==> config.mk <==
export PLATFORM = sky130hd
export DESIGN_NAME = cnt_dly_cfg_ctrl
export DESIGN_NICKNAME = d
export VERILOG_FILES = /design/src/rtl/cnt_dly_cfg_ctrl.sv
export SDC_FILE = /design/constraint.sdc
export NUM_CORES = 1
export LEC_CHECK = 0
export CAP_MARGIN = 25
export CORE_ASPECT_RATIO = 1.4
export CORE_UTILIZATION = 48
export DETAILED_ROUTE_END_ITERATION = 10
export PLACE_DENSITY = 0.78
export SYNTH_ARGS = -nofsm -noshare
export SYNTH_HDL_FRONTEND = slang
export SYNTH_SLANG_ARGS = --single-unit
==> constraint.sdc <==
create_clock -name clk -period 2.3 [get_ports clk]
set_input_delay 0.46 -clock clk [delete_from_list [all_inputs] [get_ports clk]]
set_output_delay 0.46 -clock clk [all_outputs]
set_load 0.01 [all_outputs]
==> src/rtl/cnt_dly_cfg_ctrl.sv <==
// Configuration sequencer for a bank of CNT/DLY macrocells: validates a host
// command, then freezes, loads and releases the target cell before responding.
module cnt_dly_cfg_ctrl #(
  parameter int N_CELLS     = 4,
  parameter int CELL_W      = 2,
  parameter int DATA_W      = 14,
  parameter int HOLD_CYCLES = 2
) (
  input  logic                   clk,
  input  logic                   rst,
  input  logic                   cfg_valid,
  output logic                   cfg_ready,
  input  logic [CELL_W-1:0]      cfg_cell,
  input  logic [3:0]             cfg_clk_sel,
  input  logic [1:0]             cfg_edge,
  input  logic [1:0]             cfg_func,
  input  logic                   cfg_ws,
  input  logic [DATA_W-1:0]      cfg_data,
  output logic                   rsp_valid,
  input  logic                   rsp_ready,
  output logic [1:0]             rsp_code,
  output logic                   busy,
  output logic [N_CELLS-1:0]     cell_hold,
  output logic [N_CELLS-1:0]     cell_load,
  output logic [4*N_CELLS-1:0]   cell_clk_sel,
  output logic [2*N_CELLS-1:0]   cell_edge,
  output logic [2*N_CELLS-1:0]   cell_func,
  output logic [N_CELLS-1:0]     cell_ws,
  output logic [DATA_W*N_CELLS-1:0] cell_data
);

  localparam int HCW = (HOLD_CYCLES > 1) ? $clog2(HOLD_CYCLES) : 1;
  localparam logic [HCW-1:0] HOLD_LAST = HCW'(HOLD_CYCLES - 1);

  typedef enum logic [2:0] {
    S_IDLE,
    S_CHECK,
    S_HOLD,
    S_LOAD,
    S_RESP
  } state_t;

  state_t              state_q, state_d;
  logic [HCW-1:0]      hold_cnt_q, hold_cnt_d;
  logic [1:0]          code_q, code_d;

  logic [CELL_W-1:0]   cmd_cell_q;
  logic [3:0]          cmd_clk_q;
  logic [1:0]          cmd_edge_q;
  logic [1:0]          cmd_func_q;
  logic                cmd_ws_q;
  logic [DATA_W-1:0]   cmd_data_q;

  logic                cfg_ready_q, rsp_valid_q, busy_q;
  logic [N_CELLS-1:0]  hold_q, load_q;
  logic [N_CELLS-1:0]  target_onehot;

  always_comb begin
    state_d    = state_q;
    hold_cnt_d = hold_cnt_q;
    code_d     = code_q;
    case (state_q)
      S_IDLE: begin
        if (cfg_valid && cfg_ready_q) state_d = S_CHECK;
      end
      S_CHECK: begin
        // Error priority: bad cell, reserved clock, unsupported mode.
        if ({1'b0, cmd_cell_q} >= (CELL_W + 1)'(N_CELLS))        code_d = 2'b01;
        else if (cmd_clk_q >= 4'b1101)                            code_d = 2'b10;
        else if (cmd_func_q == 2'b11)                             code_d = 2'b11;
        else if (cmd_func_q == 2'b00 && cmd_edge_q == 2'b00)      code_d = 2'b11;
        else                                                      code_d = 2'b00;
        hold_cnt_d = '0;
        state_d    = (code_d == 2'b00) ? S_HOLD : S_RESP;
      end
      S_HOLD: begin
        if (hold_cnt_q == HOLD_LAST) state_d = S_LOAD;
        else                         hold_cnt_d = hold_cnt_q + 1'b1;
      end
      S_LOAD: state_d = S_RESP;
      S_RESP: begin
        if (rsp_ready) state_d = S_IDLE;
      end
      default: state_d = S_IDLE;
    endcase
  end

  always_ff @(posedge clk) begin
    if (rst) begin
      state_q     <= S_IDLE;
      hold_cnt_q  <= '0;
      code_q      <= 2'b00;
      cfg_ready_q <= 1'b1;
      rsp_valid_q <= 1'b0;
      busy_q      <= 1'b0;
      hold_q      <= '0;
      load_q      <= '0;
    end else begin
      state_q     <= state_d;
      hold_cnt_q  <= hold_cnt_d;
      code_q      <= code_d;
      // Status outputs are registered from the next state so they line up with it.
      cfg_ready_q <= (state_d == S_IDLE);
      rsp_valid_q <= (state_d == S_RESP);
      busy_q      <= (state_d != S_IDLE);
      hold_q      <= (state_d == S_HOLD || state_d == S_LOAD) ? target_onehot : '0;
      load_q      <= (state_d == S_LOAD) ? target_onehot : '0;
    end
  end

  always_ff @(posedge clk) begin
    if (rst) begin
      cmd_cell_q <= '0;
      cmd_clk_q  <= '0;
      cmd_edge_q <= '0;
      cmd_func_q <= '0;
      cmd_ws_q   <= 1'b0;
      cmd_data_q <= '0;
    end else if (state_q == S_IDLE && cfg_valid) begin
      cmd_cell_q <= cfg_cell;
      cmd_clk_q  <= cfg_clk_sel;
      cmd_edge_q <= cfg_edge;
      cmd_func_q <= cfg_func;
      cmd_ws_q   <= cfg_ws;
      cmd_data_q <= cfg_data;
    end
  end

  genvar gi;
  generate
    for (gi = 0; gi < N_CELLS; gi++) begin : g_cell
      logic [3:0]        clk_q;
      logic [1:0]        edge_q;
      logic [1:0]        func_q;
      logic              ws_q;
      logic [DATA_W-1:0] data_q;

      assign target_onehot[gi] = (cmd_cell_q == CELL_W'(gi));

      always_ff @(posedge clk) begin
        if (rst) begin
          clk_q  <= 4'b0000;
          edge_q <= 2'b11;
          func_q <= 2'b00;
          ws_q   <= 1'b1;
          data_q <= '0;
        end else if (state_q == S_LOAD && target_onehot[gi]) begin
          clk_q  <= cmd_clk_q;
          edge_q <= cmd_edge_q;
          func_q <= cmd_func_q;
          ws_q   <= cmd_ws_q;
          data_q <= cmd_data_q;
        end
      end

      assign cell_clk_sel[4*gi +: 4]        = clk_q;
      assign cell_edge[2*gi +: 2]           = edge_q;
      assign cell_func[2*gi +: 2]           = func_q;
      assign cell_ws[gi]                    = ws_q;
      assign cell_data[DATA_W*gi +: DATA_W] = data_q;
    end
  endgenerate

  assign cfg_ready = cfg_ready_q;
  assign rsp_valid = rsp_valid_q;
  assign rsp_code  = code_q;
  assign busy      = busy_q;
  assign cell_hold = hold_q;
  assign cell_load = load_q;

endmodule

Word-level counts from Yosys, hierarchy flattened. Index checks and enable logic that the tools add are counted.

Flip-flop bits (word level): 134. Bits in latches: 0. Memory bits (writable): 0. Memory bits (read-only): 0. Input port bits: 29. Output and inout bits: 105. Word-level logic and storage cells: 78. Memories kept: 0.

$add $sub $neg: 1. Multipliers: 0. Divide/modulo/power cells: 0. $lt $le $gt $ge: 1. Equality and inequality tests: 11. Shift operators: 0. Muxes and demuxes: 11. Bitwise logic cells: 2. Reduce and logical (&&, ||, !) cells: 18.

Operator list (number): one-hot mux 3 bit (5 select lines) (1); equality test 3 x 2 -> 1 bit, second input constant (4); 2-to-1 mux 3 bit (4); logical NOT 2 bit (4); 2-to-1 mux 2 bit (4); logical AND 1 bit (7); equality test 2 bit, second input constant (3); equality test 3 bit, second input constant (2); logical NOT 3 bit (2); greater-or-equal comparator 4 bit, second input constant (1); OR reduction 2 bit (2); equality test 3 x 1 -> 1 bit, second input constant (1); nonzero test 3 bit (1); equality test 2 x 1 -> 1 bit, second input constant (1); inverter 1 bit (2); one-hot mux 1 bit (2 select lines) (1); nonzero test 2 bit (1); adder 1 bit, second input constant (1); logical OR 1 bit (1); 2-to-1 mux 1 bit (1).

Longest topological paths before layout. Gate-level depths: netlist (run 1).

Depth in word-level cells: 13. Depth in mapped cells: 7.

Worst setup path before layout (run 1). Ideal clock, no wire load.

Path type: register to register. From: register state_q[2]. To: register load_q[0] (netlist: cell_load[0]). Library setup time: 0.088 ns. Arrival: 1.573 ns. Data required time: 2.212 ns. Setup slack: 0.639 ns. Cell stages (with the launch flop): 6. Path buffers: 2. Cells stage by stage: dfxtp_1 -> buf_6 -> or3b_4 -> o41a_1 -> buf_6 -> nor4_4.

Cells in the longest elaborated chain, start to end: 5.

Ends and longest elaborated chain: start: declaration (line 43) `state_t state_q, state_d;`; start signal: assignment (line 99) `state_q <= state_d;`; equality test 3 bit (tied with other cells) (line 62) `case (state_q)`; one-hot mux 3 bit (5 select lines) (*) (line 62); equality test 3 x 2 -> 1 bit (*) (line 107) `load_q <= (state_d == S_LOAD) ? target_onehot : '0;`; inverter 1 bit (no line) (*); OR reduction 2 bit (no line) (*); end signal: assignment (line 107); end: declaration (line 55) `logic [N_CELLS-1:0] hold_q, load_q;`.

Every way passes the cells marked *; elsewhere a longest branch is shown, timed or not. A chain may end at the register's enable or synchronous reset.

Worst setup path in the final report (run 1).
From: register state_q[0]. To: register load_q[0] (netlist: cell_load[0]).

Same word-level chain as after synthesis.

==> qor.log, run 1 <==
qor: yosys.seq_area_frac_synth 0.530
qor: global_route.grt_first_pass_wirelength 22800 um
qor: yosys.synth_fp_nets 622
qor: global_route.first_global_vias 4627
qor: place.port-buffer-count 133
qor: clock_tree.cts_setup_buffers 0
qor: power.vdd.ir_drop.worst 0.000484 V
qor: sta.final_max_slew_viol_count 0
qor: sta.clock_skew 0.00628 ns
qor: setup_path.timing.critical_path.to_type flip-flop
qor: yosys.yosysTopAreaCell sky130_fd_sc_hd__dfxtp_1
qor: power.p_leak 2.38 nW
qor: clock_tree.tritoncts built
qor: sta.fin_crit 1.94 ns
qor: place.place.detailed.hpwl 9440 um
qor: sta.worst-slew-pin-transition 0.876 ns
qor: floorplan.floorplan.initialDensity 0.492
qor: global_route.grt_antenna_before_repair 0
qor: clock_tree.clkLatencyLatePin 0.42 ns
qor: layout.diodes 0
qor: clock_tree.number_of_buffers_between_clock_root_and_the_deepest_sink 2
qor: drt.via_count_of_the_routed_design 4955
qor: sta.period_share 0.844
qor: yosys.ys_warn_count 0
qor: layout.number_of_cells_in_the_finished_layout_apart_from_fillers 843
qor: hold_path.hold_path.startpoint g_cell[3].edge_q[1]$_SDFFE_PP1P_
qor: layout.n_fill_cell 819
qor: clock_tree.cts_root_buf sky130_fd_sc_hd__clkbuf_16
qor: layout.final_nets 721
qor: setup_path.crit_buf_inv 0
qor: yosys.netlist-cell-type-count 36
qor: sta.unrepaired_setup_endpoints_after_global_routing no
qor: drt.vias_per_cell 5.88
qor: floorplan.ios 134
qor: place.gp_routability_congestion 0.794
qor: sta.fin_tns_setup 0 ns
qor: clock_tree.cts_repair_resize_count 0
qor: setup_path.critical_path_depth 3
qor: layout.layout_cell_share_with_drive_strength_beyond_1 0.0794
qor: yosys.postSynthCellCount 593
qor: yosys.synth.most_common_cell sky130_fd_sc_hd__dfxtp_1
qor: yosys.synth-async-reset-ratio 0
qor: flow_run.maxCapViolations 0
qor: yosys.synthTopCellsByArea sky130_fd_sc_hd__dfxtp_1 (53%), sky130_fd_sc_hd__a21oi_1 (11%), sky130_fd_sc_hd__o21ai_0 (8.1%)
qor: global_route.global_route.overflow_total 0
qor: sta.timing.max_slew.rel_slack 0.416
qor: yosys.post_synth_instance_area 5060 um2
qor: layout.design_area 7000 um2
qor: drt.drt_iter0_drc 567
qor: yosys.synthTopCellsByCount sky130_fd_sc_hd__dfxtp_1 (134), sky130_fd_sc_hd__a21oi_1 (110), sky130_fd_sc_hd__o21ai_0 (82)
qor: sta.final-hold-violation-count 0
qor: drt.top_layer met4
qor: global_route.grt_usage 0.279
qor: hold_path.hold-path-cell-count 1
qor: clock_tree.cts_sinks 134
qor: layout.area_growth_syn_to_layout 38.3%
qor: setup_path.cp_data_arrival_time 2.28 ns
qor: setup_path.crit_path_cell_trace or3b_4 -> o41a_1 -> nor4_4
qor: drt.ant_nets 0
qor: power.p_per_area 811 nW/um2
qor: drt.met3_wirelength 1130 um
qor: yosys.synth_edf_count 0
qor: setup_path.worst_path_dominant_cell_family simple AND/OR/NAND/NOR gates
qor: setup_path.critical_path.reg2reg.startpoint state_q[0]$_SDFF_PP0_
qor: outcome.status completed
qor: drt.met2_length 7560 um
qor: setup_path.crit_path_max_incr_delay 0.59 ns
qor: clock_tree.cts_hold_buf 0
qor: hold_path.worstHoldPathType reg -> reg
qor: floorplan.floorplan.die.height 124 um
qor: setup_path.critical_path.startpoint state_q[0]$_SDFF_PP0_
qor: floorplan.fp.dieArea 11000 um2
qor: sta.final_setup_violations 0
qor: clock_tree.clkTransAtPathRegs 0.06 ns
qor: floorplan.core_area 10300 um2
qor: drt.drt_pass1_iterations 5
qor: yosys.synth-main-ff-cell sky130_fd_sc_hd__dfxtp_1
qor: place.dpl-instance-area 6400 um2
qor: yosys.synth_top_area_share 0.530
qor: drt.wirelength 15000 um
qor: clock_tree.htreeDepth 4
qor: setup_path.cpMaxStageDelayCell sky130_fd_sc_hd__o41a_1
qor: floorplan.fp.dieW 88.8 um
qor: floorplan.rows 44
qor: setup_path.type_of_element_launching_the_critical_path flip-flop
qor: clock_tree.cts-buffers-inserted 17
qor: setup_path.critPathMaxFanout 11
qor: drt.post-route-drc-count 0
qor: setup_path.crit_type reg -> reg
qor: sta.max_freq 515 MHz
qor: yosys.number_of_synthesized_register_bits 134
qor: drt.routedWlPerCell 17.7 um
qor: setup_path.r2r_cell_count 3
qor: yosys.synth.avg_cell_area 8.54 um2
qor: global_route.largest_net_degree_at_the_start_of_global_routing 122
qor: setup_path.cp.required 2.64 ns
qor: place.placed_cells_incl_taps 811
qor: drt.met1Wirelength 5940 um
## routing by layer
metal	GRT usage	up-vias
li1	-	2300
met1	0.340	2375
met2	0.465	252
met3	0.0547	28
met4	0.135	0
met5	0	-
## final cells by class
type / instances / area [um2] / share of cell area
timing repair buffer: 144 / 1440 / 0.205
sequential: 134 / 2680 / 0.383
clock inverter: 11 / 124 / 0.0177
inverter: 1 / 3.75 / 0.000536
clock buffer: 21 / 480 / 0.0686
tap: 138 / 173 / 0.0247
multi-input combinational: 394 / 2100 / 0.300
## worst reg2reg max path, stage by stage (launching register included)
cell and delay [ns]:
sky130_fd_sc_hd__dfxtp_1 0.51, sky130_fd_sc_hd__or3b_4 0.43, sky130_fd_sc_hd__o41a_1 0.60, sky130_fd_sc_hd__nor4_4 0.31
## state kept, by name, indices dropped and copies added, names as in the netlist
name,count
busy,1
cell_hold,4
cell_load,4
cfg_ready,1
cmd_cell_q,2
cmd_clk_q,4
cmd_data_q,14
cmd_edge_q,2
cmd_func_q,2
cmd_ws_q,1
g_cell.clk_q,16
g_cell.data_q,56
g_cell.edge_q,8
g_cell.func_q,8
g_cell.ws_q,4
hold_cnt_q,1
rsp_code,2
rsp_valid,1
state_q,3
## kinds of logic after synthesis
family / after synthesis / share of synthesized area
AOI/OAI and AO/OA: 213 / 0.226
and+or+nand+nor: 181 / 0.186
DFF: 134 / 0.530
buffers and inverters: 65 / 0.0581
## worst paths after layout
path / end / slack, ns
max reg2reg: cell_load[0]$_SDFF_PP0_ / 0.36
max: cell_load[0]$_SDFF_PP0_ / 0.36
min reg2reg: g_cell[3].edge_q[1]$_SDFFE_PP1P_ / 0.47
min: g_cell[3].edge_q[1]$_SDFFE_PP1P_ / 0.47
## per-stage QoR
| step | util | worst slack, ns | total power, mW | hold WS [ns] |
|---|---|---|---|---|
| global placement | 0.622 | 0.215 | 2.98 | 0.450 |
| CTS | 0.680 | 0.348 | 5.68 | 0.467 |
| global route | 0.680 | 0.242 | 5.82 | 0.486 |
| finish | 0.680 | 0.359 | 5.68 | 0.466 |
| detailed placement | 0.622 | 0.186 | 2.99 | 0.453 |
| floorplan | - | 0.639 | 2.79 | 0.437 |
## power by group
part           internal (mW)  switching [mW]  leakage, nW
Sequential              2.39          0.0972         1.08
Clock                   1.71            1.02        0.279
Combinational          0.171           0.302         1.01
Total                   4.26            1.42         2.38
## layout by cell type, fill, tap and decap left out, types with 2 or more instances in the layout
cell type                           n
sky130_fd_sc_hd__a211o_1           13
sky130_fd_sc_hd__a21oi_1          110
sky130_fd_sc_hd__and2_1             2
sky130_fd_sc_hd__and3_1            12
sky130_fd_sc_hd__buf_12             2
sky130_fd_sc_hd__buf_4             10
sky130_fd_sc_hd__bufinv_16          2
sky130_fd_sc_hd__clkbuf_16         17
sky130_fd_sc_hd__clkbuf_8           4
sky130_fd_sc_hd__clkdlybuf4s50_1  132
sky130_fd_sc_hd__clkinv_2           2
sky130_fd_sc_hd__clkinvlp_4         6
sky130_fd_sc_hd__dfxtp_1          134
sky130_fd_sc_hd__nand2_1           57
sky130_fd_sc_hd__nand2b_1           4
sky130_fd_sc_hd__nand3_1           80
sky130_fd_sc_hd__nand3b_1           2
sky130_fd_sc_hd__nor2_1             3
sky130_fd_sc_hd__nor2b_2            2
sky130_fd_sc_hd__nor3_1             5
sky130_fd_sc_hd__nor4_1             2
sky130_fd_sc_hd__nor4_2             2
sky130_fd_sc_hd__nor4_4             2
sky130_fd_sc_hd__o211ai_1           2
sky130_fd_sc_hd__o21ai_0           82
No activity file was read; power rests on OpenSTA's default activity.
==> run 2, diff against run 1 <==
--- a/config.mk
+++ b/config.mk
@@ -7,9 +7,9 @@
 export LEC_CHECK = 0
 export CAP_MARGIN = 25
 export CORE_ASPECT_RATIO = 1.4
-export CORE_UTILIZATION = 48
+export CORE_UTILIZATION = 44
 export DETAILED_ROUTE_END_ITERATION = 10
-export PLACE_DENSITY = 0.78
+export PLACE_DENSITY = 0.75
 export SYNTH_ARGS = -nofsm -noshare
 export SYNTH_HDL_FRONTEND = slang
 export SYNTH_SLANG_ARGS = --single-unit
==> constraint.sdc (replaced) <==
create_clock -name clk -period 1.75 [get_ports clk]
set_input_delay 0.35 -clock clk [delete_from_list [all_inputs] [get_ports clk]]
set_output_delay 0.35 -clock clk [all_outputs]
set_load 0.01 [all_outputs]
==> qor.log, run 2 (same netlist as run 1, synthesis figures left out) <==
qor: layout.number_of_flip_flops_under_the_largest_register_name 56 [unchanged]
qor: layout.final_nets 740 [was 721]
qor: global_route.first_global_vias 4752 [was 4627]
qor: power.p_leak 2.53 nW [was 2.38 nW]
qor: floorplan.rows 46 [was 44]
qor: hold_path.worstHoldPathType in -> reg [was reg -> reg]
qor: place.placed_cells_incl_taps 836 [was 811]
qor: clock_tree.htreeDepth 4 [unchanged]
qor: floorplan.fp.dieW 92.7 um [was 88.8 um]
qor: setup_path.crit_buf_inv 1 [was 0]
qor: clock_tree.cts_root_buf sky130_fd_sc_hd__clkbuf_16 [unchanged]
qor: place.place.detailed.hpwl 9930 um [was 9440 um]
qor: setup_path.type_of_element_launching_the_critical_path flip-flop [unchanged]
qor: setup_path.cp.required 1.40 ns [was 2.64 ns]
qor: setup_path.cpMaxStageDelayCell sky130_fd_sc_hd__clkdlybuf4s50_1 [was sky130_fd_sc_hd__o41a_1]
qor: drt.drt_iter0_drc 477 [was 567]
qor: sta.fin_hold_ws 0.444 ns [was 0.466 ns]
qor: drt.ant_nets 0 [unchanged]
qor: layout.diodes 0 [unchanged]
qor: layout.number_of_cells_in_the_finished_layout_apart_from_fillers 868 [was 843]
qor: drt.post-route-drc-count 0 [unchanged]
qor: layout.area_growth_syn_to_layout 42.8% [was 38.3%]
qor: drt.drt_pass1_iterations 5 [unchanged]
qor: layout.largest-register g_cell.data_q [unchanged]
qor: setup_path.cp_data_arrival_time 1.35 ns [was 2.28 ns]
qor: layout.layout.cells.most_common sky130_fd_sc_hd__dfxtp_1 [unchanged]
qor: setup_path.crit_path_max_incr_delay 0.56 ns [was 0.59 ns]
qor: hold_path.hold-path-cell-count 3 [was 1]
qor: layout.n_fill_cell 973 [was 819]
qor: flow_run.maxCapViolations 0 [unchanged]
qor: layout.ff_latch_area 2680 um2 [unchanged]
qor: drt.vias_per_cell 5.83 [was 5.88]
qor: sta.period_share 0.973
qor: setup_path.critical_path_depth 1 [was 3]
qor: outcome.status completed [unchanged]
qor: floorplan.core_area 11300 um2 [was 10300 um2]
qor: setup_path.critPathMaxFanout 2 [was 11]
qor: layout.mostFrequentLayoutCells sky130_fd_sc_hd__dfxtp_1 (134), sky130_fd_sc_hd__clkdlybuf4s50_1 (131), sky130_fd_sc_hd__a21oi_1 (109) [was sky130_fd_sc_hd__dfxtp_1 (134), sky130_fd_sc_hd__clkdlybuf4s50_1 (132), sky130_fd_sc_hd__a21oi_1 (110)]
qor: global_route.grt_first_pass_wirelength 23900 um [was 22800 um]
qor: clock_tree.cts_sinks 134 [unchanged]
qor: clock_tree.clkTransAtPathRegs 0.05 ns [was 0.06 ns]
qor: place.pre_cts_ws -0.213 ns [was 0.186 ns]
qor: global_route.grt_antenna_before_repair 0 [unchanged]
qor: layout.final_util 0.641 [was 0.680]
qor: sta.final_setup_violations 0 [unchanged]
qor: floorplan.floorplan.initialDensity 0.449 [was 0.492]
qor: sta.fin_tns_setup 0 ns [unchanged]
qor: sta.final_max_slew_viol_count 0 [unchanged]
qor: layout.layout_cell_share_with_drive_strength_beyond_1 0.101 [was 0.0794]
qor: setup_path.crit_path_cell_trace clkdlybuf4s50_1 [was or3b_4 -> o41a_1 -> nor4_4]
qor: drt.routedWlPerCell 17.8 um [was 17.7 um]
qor: power.vdd.ir_drop.worst 0.000737 V [was 0.000484 V]
qor: sta.final-hold-violation-count 0 [unchanged]
qor: clock_tree.tritoncts built [unchanged]
qor: sta.timing.max_slew.rel_slack 0.586 [was 0.416]
qor: sta.clock_skew 0.0123 ns [was 0.00628 ns]
qor: sta.unrepaired_setup_endpoints_after_global_routing no [unchanged]
qor: clock_tree.cts_setup_buffers 0 [unchanged]
qor: setup_path.r2r_cell_count 3 [unchanged]
qor: global_route.largest_net_degree_at_the_start_of_global_routing 122 [unchanged]
qor: sta.max_freq 587 MHz
qor: layout.largestRegisters g_cell.data_q: 56 flops, g_cell.clk_q: 16 flops, cmd_data_q: 14 flops [unchanged]
qor: sta.fin_ws 0.0475 ns [was 0.359 ns]
qor: setup_path.crit_type reg -> out [was reg -> reg]
qor: clock_tree.clkLatencyLatePin 0.42 ns [about the same]
qor: drt.wirelength 15400 um [was 15000 um]
qor: global_route.grt_usage 0.262 [was 0.279]
qor: sta.worst-slew-pin-transition 0.621 ns [was 0.876 ns]
qor: drt.via_count_of_the_routed_design 5064 [was 4955]
qor: clock_tree.cts-buffers-inserted 17 [unchanged]
qor: place.port-buffer-count 133 [unchanged]
qor: global_route.global_route.overflow_total 0 [unchanged]
qor: floorplan.floorplan.die.height 129 um [was 124 um]
qor: place.gp_routability_congestion 0.819 [was 0.794]
qor: floorplan.fp.dieArea 11900 um2 [was 11000 um2]
qor: setup_path.timing.critical_path.to_type output pin [was flip-flop]
qor: clock_tree.number_of_buffers_between_clock_root_and_the_deepest_sink 2 [unchanged]
qor: sta.fin_crit 1.70 ns
qor: setup_path.worst_path_dominant_cell_family buffers and inverters [was simple AND/OR/NAND/NOR gates]
qor: layout.multi_input_area 2120 um2 [was 2100 um2]
qor: floorplan.ios 134 [unchanged]
qor: power.p_per_area 1050 nW/um2 [was 811 nW/um2]
run 2: changes by cell type in the layout (fill, tap and decap cells not counted), moves of 3 or more:
cell                         delta
sky130_fd_sc_hd__buf_12         +3
sky130_fd_sc_hd__buf_4         +15
sky130_fd_sc_hd__clkbuf_1       +4
sky130_fd_sc_hd__clkinvlp_4     -5
run 2: worst paths after layout:
kind | startpoint | endpoint | slack, ns
setup / recovery | g_cell[1].clk_q[0]$_SDFFE_PP0P_ | cell_clk_sel[4] | 0.05
setup reg to reg | state_q[0]$_SDFF_PP0_ | cell_hold[0]$_SDFF_PP0_ | 0.05
hold reg to reg | g_cell[0].ws_q$_SDFFE_PP1P_ | g_cell[0].ws_q$_SDFFE_PP1P_ | 0.46
hold / removal | rst | g_cell[1].clk_q[3]$_SDFFE_PP0P_ | 0.44
run 2: routing by layer:
layer	global-route usage	share of wire	up-vias
met1	0.307	0.39	2407
met2	0.435	0.50	268
met5	0	0	-
li1	-	-	2340
met3	0.0674	0.070	49
met4	0.150	0.042	0
run 2: power breakdown:
part           switching [mW]  leakage [nW]  internal, mW
logic                   0.459          1.15         0.310
registers              0.0969          1.08          3.14
clock network            1.27         0.294          2.35
run 2: metrics by stage:
step           cell area [um2]  power [mW]
3_5_place_dp              6600        4.04
2_1_floorplan             5060        3.67
5_1_grt                   7230        7.85
4_1_cts                   7210        7.62
6_report                  7230        7.62
3_3_place_gp              6600        4.02
run 2: repair_timing:
| item | CTS | global route |
|---|---|---|
| endpoints found under the setup margin | 6 | 37 |
| hold buffers | 0 | 0 |
| gates resized for setup | 2 | 4 |
run 2: cell type report:
| class | count | share of cell area |
|---|---|---|
| Multi-Input combinational cell | 394 | 0.293 |
| Clock inverter | 8 | 0.0168 |
| Timing Repair Buffer | 163 | 0.227 |
| Tap cell | 144 | 0.0249 |
| Clock buffer | 24 | 0.0666 |
| Sequential cell | 134 | 0.371 |
| Inverter | 1 | 0.000519 |
run 2: worst reg2reg max path, delay by kind of cell, from the launching register on:
kind             cells  cell delay (ns)
AND/OR/NAND/NOR      2             0.69
flip-flops           1             0.39
AO/OA/AOI/OAI        1             0.53
==> run 3, diff against run 2 <==
--- a/config.mk
+++ b/config.mk
@@ -6,7 +6,6 @@
 export NUM_CORES = 1
 export LEC_CHECK = 0
 export CAP_MARGIN = 25
-export CORE_ASPECT_RATIO = 1.4
 export CORE_UTILIZATION = 44
 export DETAILED_ROUTE_END_ITERATION = 10
 export PLACE_DENSITY = 0.75
==> qor.log, run 3 (same netlist as run 1, synthesis figures left out) <==
qor: global_route.gr-usage-met2 0.426 [was 0.435]
qor: setup_path.critical_path.startpoint state_q[1]$_SDFF_PP0_ [was g_cell[1].clk_q[0]$_SDFFE_PP0P_]
qor: place.dpl-instance-area 6570 um2 [was 6600 um2]
qor: outcome.status completed [unchanged]
qor: setup_path.cpMaxStageDelayCell sky130_fd_sc_hd__or4b_2 [was sky130_fd_sc_hd__clkdlybuf4s50_1]
qor: sta.period_share 0.972 [was 0.973]
qor: setup_path.cp.required 2.02 ns [was 1.40 ns]
qor: clock_tree.cts_sinks 134 [unchanged]
qor: sta.final-hold-violation-count 0 [unchanged]
qor: global_route.grt_first_pass_wirelength 24000 um [was 23900 um]
qor: setup_path.r2r-end cmd_data_q[7]$_SDFFE_PP0P_ [was cell_hold[0]$_SDFF_PP0_]
qor: global_route.grt_antenna_before_repair 0 [unchanged]
qor: setup_path.critical_path.endpoint cmd_data_q[7]$_SDFFE_PP0P_ [was cell_clk_sel[4]]
qor: drt.drt_pass1_iterations 5 [unchanged]
qor: setup_path.crit_path_cell_trace buf_4 -> or4b_2 -> buf_12 -> nand2_1 -> a21oi_1 [was clkdlybuf4s50_1]
qor: drt.vias_per_cell 5.76 [was 5.83]
qor: clock_tree.tritoncts built [unchanged]
qor: floorplan.rows 38 [was 46]
qor: layout.final_nets 737 [was 740]
qor: layout.design_area 7230 um2 [about the same]
qor: drt.wirelength 15600 um [was 15400 um]
qor: place.place.detailed.hpwl 10000 um [was 9930 um]
qor: floorplan.ios 134 [unchanged]
qor: setup_path.crit_type reg -> reg [was reg -> out]
qor: layout.layout.cells.most_common sky130_fd_sc_hd__dfxtp_1 [unchanged]
qor: clock_tree.cts_setup_buffers 0 [unchanged]
qor: clock_tree.clkLatencyLatePin 0.41 ns [was 0.42 ns]
qor: setup_path.cp_data_arrival_time 1.97 ns [was 1.35 ns]
qor: sta.worst-slew-pin-transition 0.631 ns [was 0.621 ns]
qor: sta.final_max_slew_viol_count 0 [unchanged]
qor: setup_path.crit_path_max_incr_delay 0.65 ns [was 0.56 ns]
qor: power.design_power_total 7.96 mW [was 7.62 mW]
qor: setup_path.critPathMaxFanout 25 [was 2]
qor: clock_tree.number_of_buffers_between_clock_root_and_the_deepest_sink 2 [unchanged]
qor: sta.timing.max_slew.rel_slack 0.579 [was 0.586]
qor: setup_path.crit_buf_inv 2 [was 1]
qor: setup_path.type_of_element_launching_the_critical_path flip-flop [unchanged]
qor: clock_tree.htreeDepth 4 [unchanged]
qor: global_route.global_route.overflow_total 0 [unchanged]
qor: drt.drt_iter0_drc 488 [was 477]
qor: clock_tree.cts_hold_buf 0 [unchanged]
qor: global_route.first_global_vias 4759 [was 4752]
qor: sta.clock_skew 0.00957 ns [was 0.0123 ns]
qor: setup_path.timing.reg2reg.setup_slack 0.05 ns [about the same]
qor: floorplan.fp.dieArea 11900 um2 [about the same]
qor: global_route.global_route_track_usage_on_met3 0.0622 [was 0.0674]
qor: floorplan.floorplan.die.height 109 um [was 129 um]
qor: hold_path.worstHoldPathType in -> reg [unchanged]
qor: drt.via_count_of_the_routed_design 4956 [was 5064]
qor: setup_path.timing.critical_path.to_type flip-flop [was output pin]
qor: drt.routedWlPerCell 18.2 um [was 17.8 um]
qor: drt.ant_nets 0 [unchanged]
qor: sta.max_freq 588 MHz [was 587 MHz]
qor: sta.final_setup_violations 0 [unchanged]
qor: setup_path.worst_path_dominant_cell_family simple AND/OR/NAND/NOR gates [was buffers and inverters]
qor: floorplan.core_area 11000 um2 [was 11300 um2]
qor: drt.post-route-drc-count 0 [unchanged]
qor: sta.fin_crit 1.70 ns [about the same]
qor: setup_path.critical_path.reg2reg.startpoint state_q[1]$_SDFF_PP0_ [was state_q[0]$_SDFF_PP0_]
qor: place.gp_routability_congestion 0.794 [was 0.819]
qor: layout.layout_cell_share_with_drive_strength_beyond_1 0.0957 [was 0.101]
qor: layout.number_of_flip_flops_under_the_largest_register_name 56 [unchanged]
qor: global_route.globalRoute.busiestLayer met2 [unchanged]
qor: layout.largestRegisters g_cell.data_q: 56 flops, g_cell.clk_q: 16 flops, cmd_data_q: 14 flops [unchanged]
qor: clock_tree.cts_root_buf sky130_fd_sc_hd__clkbuf_16 [unchanged]
qor: floorplan.floorplan.initialDensity 0.459 [was 0.449]
qor: sta.unrepaired_setup_endpoints_after_global_routing no [unchanged]
qor: layout.diodes 0 [unchanged]
qor: layout.area_growth_syn_to_layout 42.9% [was 42.8%]
qor: layout.largest-register g_cell.data_q [unchanged]
qor: setup_path.r2r_cell_count 5 [was 3]
qor: clock_tree.clkTransAtPathRegs 0.06 ns [was 0.05 ns]
qor: layout.mostFrequentLayoutCells sky130_fd_sc_hd__dfxtp_1 (134), sky130_fd_sc_hd__clkdlybuf4s50_1 (132), sky130_fd_sc_hd__a21oi_1 (110) [was sky130_fd_sc_hd__dfxtp_1 (134), sky130_fd_sc_hd__clkdlybuf4s50_1 (131), sky130_fd_sc_hd__a21oi_1 (109)]
qor: flow_run.maxCapViolations 0 [unchanged]
qor: power.p_per_area 1100 nW/um2 [was 1050 nW/um2]
qor: setup_path.critical_path_depth 5 [was 1]
qor: hold_path.hold-path-cell-count 3 [unchanged]
qor: place.port-buffer-count 133 [unchanged]
qor: global_route.grt.met1_usage 0.349 [was 0.307]
qor: floorplan.fp.dieW 109 um [was 92.7 um]
qor: power.p_leak 2.51 nW [was 2.53 nW]
qor: clock_tree.cts-buffers-inserted 17 [unchanged]
qor: global_route.grt_usage 0.267 [was 0.262]
qor: power.vdd.ir_drop.worst 0.000586 V [was 0.000737 V]
qor: global_route.largest_net_degree_at_the_start_of_global_routing 122 [unchanged]
run 3: cell types whose count changed in the layout (fill, tap and decap cells not counted), moves of 2 or more:
cell / change
sky130_fd_sc_hd__buf_4: -3
sky130_fd_sc_hd__clkbuf_1: -3
sky130_fd_sc_hd__bufinv_16: +2
sky130_fd_sc_hd__clkinv_2: -2
sky130_fd_sc_hd__clkinvlp_4: +2
run 3: report_power, final:
group          internal, mW  switching, mW  total (mW)
clock                  2.65           1.33        3.98
sequential             3.14          0.107        3.25
combinational         0.297          0.440       0.738
total                  6.08           1.88        7.96
run 3: worst min-delay path by stage:
stage	from	endpoint	slack, ns
after floorplan	g_cell[0].ws_q$_SDFFE_PP1P_	g_cell[0].ws_q$_SDFFE_PP1P_	0.44
final	rst	state_q[0]$_SDFF_PP0_	0.44
after detailed placement	g_cell[0].edge_q[1]$_SDFFE_PP1P_	g_cell[0].edge_q[1]$_SDFFE_PP1P_	0.46
after global placement	g_cell[2].edge_q[0]$_SDFFE_PP1P_	g_cell[2].edge_q[0]$_SDFFE_PP1P_	0.45
after global routing	g_cell[3].edge_q[0]$_SDFFE_PP1P_	g_cell[3].edge_q[0]$_SDFFE_PP1P_	0.49
after CTS	g_cell[0].edge_q[1]$_SDFFE_PP1P_	g_cell[0].edge_q[1]$_SDFFE_PP1P_	0.47
run 3: routing by layer:
metal	wire, um	part of all wire
met5	0	0
met4	369	0.024
met3	1210	0.078
met2	7490	0.48
met1	6570	0.42
run 3: through the flow:
stage | worst slack [ns] | utilization | hold WS (ns) | TNS, ns | std cells
final | 0.0482 | 0.656 | 0.437 | 0 | 861
after global routing | 0.00511 | 0.656 | 0.488 | 0 | 861
after CTS | 0.00786 | 0.656 | 0.469 | 0 | 861
after detailed placement | -0.238 | 0.595 | 0.455 | -5.54 | 829
after global placement | -0.169 | 0.595 | 0.452 | -4.16 | 829
after floorplan | 0.0888 | - | 0.437 | 0 | 593
run 3: area by class of cell:
class	instances	area (um2)
tap	140	175
timing repair buffer	160	1610
fill	917	3800
inverter	1	3.75
sequential	134	2680
clock buffer	21	470
clock inverter	11	195
multi-input combinational	394	2100
run 3: repair_timing:
action                                  CTS  global route
endpoints found under the setup margin    0            67
resized for setup                         0             1
hold endpoints to repair                  0             0
run 3: tightest hold or removal path: stages:
cell	delay (ns)
sky130_fd_sc_hd__buf_4	0.12
sky130_fd_sc_hd__buf_12	0.18
sky130_fd_sc_hd__nor2_1	0.14
